### src/rtl/elevator_ctrl.sv
// Elevator controller: latches per-floor calls, serves them with a SCAN
// sweep, and times travel and door phases from a 1 s tick derived from
// the 10 Hz clock.
// Optional feature macro: ELEV_DOOR_HOLD_EN adds the door_hold input,
// which keeps the door open while asserted.
module elevator_ctrl #(
    parameter int FLOORS     = 4,
    parameter int TICK_DIV   = 10,
    parameter int MOVE_TICKS = 2,
    parameter int DOOR_TICKS = 3,
    localparam int FW        = (FLOORS > 1) ? $clog2(FLOORS) : 1
) (
    input  logic              clk10hz,
    input  logic              rst_n,
    input  logic [FLOORS-1:0] req,
`ifdef ELEV_DOOR_HOLD_EN
    input  logic              door_hold,
`endif
    output logic [FW-1:0]     curr_floor,
    output logic [FLOORS-1:0] pending,
    output logic [1:0]        running_state,
    output logic [1:0]        door_state,
    output logic [1:0]        state
);

    localparam int MAXT = (MOVE_TICKS > DOOR_TICKS) ? MOVE_TICKS : DOOR_TICKS;
    localparam int TW   = (MAXT > 1) ? $clog2(MAXT) : 1;
    localparam int PW   = (TICK_DIV > 1) ? $clog2(TICK_DIV) : 1;

    typedef enum logic [1:0] {
        S_IDLE         = 2'b00,
        S_MOVING       = 2'b01,
        S_DOOR_OPEN    = 2'b10,
        S_DOOR_CLOSING = 2'b11
    } state_e;

    state_e            state_q, state_d;
    logic [FW-1:0]     floor_q, floor_d;
    logic              dir_q, dir_d;
    logic [FLOORS-1:0] pending_q, pending_d;
    logic [TW-1:0]     timer_q, timer_d;
    logic [PW-1:0]     presc_q, presc_d;

    logic [FLOORS-1:0] req_eff;
    logic [FLOORS-1:0] pend_eff;
    logic              door_restart;
    logic              tick;
    logic              hold_in;
    logic [FW-1:0]     step_floor;
    int                du, dd, du_n, dd_n;
    logic              has_up, has_dn, has_up_n, has_dn_n;
    logic              ahead_n, behind_n;

`ifdef ELEV_DOOR_HOLD_EN
    assign hold_in = door_hold;
`else
    assign hold_in = 1'b0;
`endif

    assign tick = (presc_q == PW'(TICK_DIV - 1));

    // Distance to the nearest pending floor above f, FLOORS when none.
    function automatic int dist_up(input logic [FLOORS-1:0] p, input logic [FW-1:0] f);
        int d;
        d = FLOORS;
        for (int i = FLOORS - 1; i >= 0; i--) begin
            if ((i > int'(f)) && p[i]) d = i - int'(f);
        end
        return d;
    endfunction

    // Distance to the nearest pending floor below f, FLOORS when none.
    function automatic int dist_dn(input logic [FLOORS-1:0] p, input logic [FW-1:0] f);
        int d;
        d = FLOORS;
        for (int i = 0; i < FLOORS; i++) begin
            if ((i < int'(f)) && p[i]) d = int'(f) - i;
        end
        return d;
    endfunction

    // Next-state logic: call latching, floor stepping, SCAN direction and phase timers.
    always_comb begin
        state_d      = state_q;
        floor_d      = floor_q;
        dir_d        = dir_q;
        timer_d      = timer_q;
        req_eff      = req;
        door_restart = 1'b0;

        if ((state_q == S_DOOR_OPEN) && req[floor_q]) begin
            req_eff[floor_q] = 1'b0;
            door_restart     = 1'b1;
        end
        pend_eff  = pending_q | req_eff;
        pending_d = pend_eff;

        du     = dist_up(pend_eff, floor_q);
        dd     = dist_dn(pend_eff, floor_q);
        has_up = (du < FLOORS);
        has_dn = (dd < FLOORS);

        if (dir_q) begin
            step_floor = (floor_q < FW'(FLOORS - 1)) ? floor_q + FW'(1) : floor_q;
        end else begin
            step_floor = (floor_q != '0) ? floor_q - FW'(1) : floor_q;
        end
        du_n     = dist_up(pend_eff, step_floor);
        dd_n     = dist_dn(pend_eff, step_floor);
        has_up_n = (du_n < FLOORS);
        has_dn_n = (dd_n < FLOORS);
        ahead_n  = dir_q ? has_up_n : has_dn_n;
        behind_n = dir_q ? has_dn_n : has_up_n;

        case (state_q)
            S_IDLE: begin
                if (pend_eff[floor_q]) begin
                    pending_d[floor_q] = 1'b0;
                    state_d            = S_DOOR_OPEN;
                    timer_d            = '0;
                end else if (has_up || has_dn) begin
                    dir_d   = has_up && (!has_dn || (du <= dd));
                    state_d = S_MOVING;
                    timer_d = '0;
                end
            end
            S_MOVING: begin
                if (tick) begin
                    if (timer_q == TW'(MOVE_TICKS - 1)) begin
                        floor_d = step_floor;
                        timer_d = '0;
                        if (pend_eff[step_floor]) begin
                            pending_d[step_floor] = 1'b0;
                            state_d               = S_DOOR_OPEN;
                        end else if (!ahead_n) begin
                            if (behind_n) dir_d = !dir_q;
                            else          state_d = S_IDLE;
                        end
                    end else begin
                        timer_d = timer_q + TW'(1);
                    end
                end
            end
            S_DOOR_OPEN: begin
                if (door_restart || hold_in) begin
                    timer_d = '0;
                end else if (tick) begin
                    if (timer_q == TW'(DOOR_TICKS - 1)) begin
                        state_d = S_DOOR_CLOSING;
                        timer_d = '0;
                    end else begin
                        timer_d = timer_q + TW'(1);
                    end
                end
            end
            S_DOOR_CLOSING: begin
                if (hold_in) begin
                    state_d = S_DOOR_OPEN;
                    timer_d = '0;
                end else if (tick) begin
                    timer_d = '0;
                    if (pend_eff[floor_q]) begin
                        pending_d[floor_q] = 1'b0;
                        state_d            = S_DOOR_OPEN;
                    end else if (has_up || has_dn) begin
                        dir_d   = dir_q ? has_up : !has_dn;
                        state_d = S_MOVING;
                    end else begin
                        state_d = S_IDLE;
                    end
                end
            end
            default: state_d = S_IDLE;
        endcase

        if ((state_d != state_q) || tick || (hold_in && (state_q == S_DOOR_OPEN))) begin
            presc_d = '0;
        end else begin
            presc_d = presc_q + PW'(1);
        end
    end

    // State, position, direction, call and timer registers.
    always_ff @(posedge clk10hz or negedge rst_n) begin
        if (!rst_n) begin
            state_q   <= S_IDLE;
            floor_q   <= '0;
            dir_q     <= 1'b1;
            pending_q <= '0;
            timer_q   <= '0;
            presc_q   <= '0;
        end else begin
            state_q   <= state_d;
            floor_q   <= floor_d;
            dir_q     <= dir_d;
            pending_q <= pending_d;
            timer_q   <= timer_d;
            presc_q   <= presc_d;
        end
    end

    assign curr_floor    = floor_q;
    assign pending       = pending_q;
    assign state         = state_q;
    assign running_state = (state_q == S_MOVING) ? (dir_q ? 2'b01 : 2'b10) : 2'b00;
    assign door_state    = (state_q == S_DOOR_OPEN)    ? 2'b01 :
                           (state_q == S_DOOR_CLOSING) ? 2'b10 : 2'b00;

endmodule
### config.mk
export PLATFORM = sky130hd
export DESIGN_NAME = elevator_ctrl
export DESIGN_NICKNAME = d
export VERILOG_FILES = /design/src/rtl/elevator_ctrl.sv
export SDC_FILE = /design/constraint.sdc
export NUM_CORES = 1
export LEC_CHECK = 0
export BUFFER_PORTS_ARGS = -buffer_cell sky130_fd_sc_hd__buf_2
export CORE_ASPECT_RATIO = 1.4
export CORE_MARGIN = 5
export CORE_UTILIZATION = 60
export CTS_BUF_LIST = sky130_fd_sc_hd__clkbuf_4
export DETAILED_ROUTE_END_ITERATION = 8
export PLACE_DENSITY_LB_ADDON = 0.15
export SETUP_SLACK_MARGIN = 0.1
export SYNTH_ARGS = -nofsm -noshare
export SYNTH_HDL_FRONTEND = slang
export SYNTH_SLANG_ARGS = --single-unit
### constraint.sdc
create_clock -name clk10hz -period 5.7 [get_ports clk10hz]
set_input_delay 0 -clock clk10hz [delete_from_list [all_inputs] [get_ports clk10hz]]
set_output_delay 0 -clock clk10hz [all_outputs]
set_load 0.01 [all_outputs]
==> impl_metrics.yaml <==
timing:
  fin_worst_skew_ns: 0.00967
  worst_slew_pin_slew_ns: 0.649
  slew_headroom: 0.568
  whs_ns: 0.135
  worst_slack_ns: 1.83
  setup_tns_ns: 0
  period_minus_slack_ns: 3.87
  drv_slew: 0
  period_share: 0.680
  setup_viol: 0
  hold_violations: 0
  fmax_mhz: 258
  grt_setup_unrepaired: "false"
clocking:
  numCtsBuffers: 3
  clock-sinks: 15
  cts_buffer_depth: 2
  clockRootBuffer: "clkbuf_4"
  clkTransAtPathRegs_ns: 0.10
  post_cts_resized: 0
  insertion_delay_ns: 0.28
  postCtsSetupRepairBufs: 0
  cts_tree: "yes"
  ctsHtreeMaxLevel: 1
global_route:
  gr-usage-met1: 0.309
  grt_pass1_wl_mm: 9.21
  grt_pass1_vias: 1978
  grt_use_met2: 0.437
  grt_busiest_layer: "met2"
  antenna_found_initial: 0
  grt.total_usage: 0.252
  grt_max_degree: 19
  gr-usage-met3: 0.0199
  gr-total-overflow: 0
place:
  port_buffers: 17
  place_ws_ns: 1.93
  hpwlAfterDp_mm: 4.18
  gp_congestion: 0.945
critical_path:
  timing.critical_path.cells: "inv_1 > ha_1 > nor2b_1 > a31oi_1 > nand2_1 > nor2_1 > nand2_1 > nand2_1 > ha_1 > nor2b_1 > o21ai_0 > a32oi_1 > a21oi_1 > nor2_1 > o21ai_0 > a2bb2oi_1 > mux2i_1"
  critical_path_class: "register to register"
  crit_path_frequent_cell: "nand2_1"
  cp.arrival_ns: 4.10
  worstPathRequired_ns: 5.92
  cp_slowest_cell: "dfrtp_1"
  critPathMaxStageDelay_ns: 0.77
  cp-start-kind: "register"
  end_kind: "register"
  path_max_fanout: 18
synth:
  synth_top_area_share: 0.180
  synth_top_family_by_area: "compound AO/OA/AOI/OAI gates"
  async_reset_ff_frac: 1.00
  postSynthCellCount: 265
  syn_area_per_cell_um2: 7.36
  dominantRegCellSynth: "dfrtp_1"
  yosysMostFrequentCell: "nand2_1"
  synthSimpleGateAreaFrac: 0.291
  synth_seq_cells: 15
  ys_types: 61
  synth_edf_count: 0
  synthAdderAreaFrac: 0.103
  syn_area_mm2: 0.00195
  synth_nets: 287
  yosys_warnings: 0
  synth_commonest_cells: "nand2_1 (35), nor2_1 (31), o21ai_0 (25), a21oi_1 (16), ha_1 (16)"
  synth_compound_area_frac: 0.313
  synth_xor_area_frac: 0.00899
  synthMuxAreaShare: 0.0488
  yosys.area.top_type: "dfrtp_1"
  synth.area.top_cells: "dfrtp_1 (18%), ha_1 (10%), nand2_1 (6.7%)"
  yosysSeqAreaShare: 0.193
floorplanning:
  dieArea_mm2: 0.00451
  fp.dieW_um: 58.2
  die_h_um: 77.4
  core_mm2: 0.00312
  initial_core_util: 0.624
  rows: 24
  io_pins: 18
status:
  status: "finished clean"
min_path:
  hold_path.class: "primary input to asynchronous set/reset pin"
final_layout:
  fillers: 300
  utilization: 0.667
  drive_gt1_frac: 0.141
  areaGrowthSynthToFinish_pct: 6.80
  diodes: 0
  nets: 300
power_and_ir_drop:
  power.density_mw_per_mm2: 391
  total_power_uw: 813
  p_leak_uw: 0.000915
  vdd_drop_max_v: 0.000306
drt:
  drc: 0
  wirelength_mm: 5.39
  wire_per_inst_um: 17.1
  dr.first_iter.drc_count: 129
  num_vias: 2074
  first_pass_iters: 4
  ant_nets: 0
  viasPerCell: 6.56
job:
  maxCapViolations: 0
-- worst paths after layout --
kind	end	depth (start not counted)	startpoint	slack [ns]
setup / recovery	dir_q	17	curr_floor[1]	1.83
hold / removal	state[0]	2	rst_n	0.13
setup reg to reg	dir_q	17	curr_floor[1]	1.83
hold reg to reg	presc_q[0]	1	presc_q[0]	0.52
max in group asynchronous	dir_q	2	rst_n	5.27
min in group clk10hz	pending[2]	3	req[2]	0.20
-- routing by layer --
| metal | vias to the layer above | wire [um] |
|---|---|---|
| met5 | - | 0 |
| met1 | 950 | 2090 |
| met4 | 0 | 193 |
| li1 | 1002 | - |
| met2 | 103 | 2740 |
| met3 | 19 | 365 |
-- cells by family after synthesis --
| logic type | Yosys count |
|---|---|
| and+or+nand+nor | 116 |
| AOI/OAI and AO/OA | 88 |
| DFF | 15 |
| adders and majority gates | 16 |
| muxes | 6 |
| xor gates and xnor gates | 2 |
| buffers and inverters | 22 |
-- stage by stage --
stage               std cells  area [um2]
floorplan                 265        1950
global placement          311        2040
detailed placement        311        2040
CTS                       316        2080
global route              316        2080
finish                    316        2080
-- registers in the layout, summed over array words and instances (netlist names) --
register and cells:
curr_floor 2, dir_q 1, pending 4, presc_q 4, state 2, timer_q 2
-- layout by cell type (no fill, tap or decap), types with 2 or more instances in the layout --
master	synthesis	layout
nand3b_1	4	4
nor3_1	7	7
o22ai_1	3	3
nor2_1	31	31
a21oi_2	2	2
nand3_1	11	11
or3b_2	2	2
mux2_4	2	2
buf_2	1	17
a22o_1	2	2
inv_1	12	12
ha_1	16	16
nor2b_1	6	6
a21oi_1	16	16
dfrtp_1	14	14
a31oi_1	8	8
a22oi_1	3	3
a32oi_1	4	4
nand2b_1	4	4
and2_1	3	3
o21ai_0	25	25
and3_1	3	3
a21o_1	4	4
or2_2	2	2
mux4_2	2	2
clkbuf_4	0	3
nand2_1	35	35
mux2i_1	2	2
-- power by group --
group          internal, uW  switching [uW]  total (uW)
Combinational           208             337         545
Clock                  26.0            36.0        61.9
Sequential              146            61.1         207
-- cell type report --
cell class,count,area (um2),share of cell area
Timing Repair Buffer,18,95.1,0.0457
Clock buffer,3,22.5,0.0108
Sequential cell,15,377,0.181
Clock inverter,1,5.00,0.00240
Tap cell,39,48.8,0.0234
Inverter,12,45.0,0.0216
Multi-Input combinational cell,228,1490,0.715
-- critical path: cells and delay by family, from the launching register on --
kind / cells / cell delay [ns]
muxes: 1 / 0.13
AOI/OAI and AO/OA: 6 / 0.87
buffers and inverters: 1 / 0.27
and+or+nand+nor: 7 / 1.17
DFF: 1 / 0.77
adders and majority gates: 2 / 0.59
-- timing repair --
item | in CTS | in global routing
setup endpoints to repair | 0 | 0
hold buffers | 1 | 0
hold endpoints to repair | 15 | 0
(Power assumes the default switching activity.)
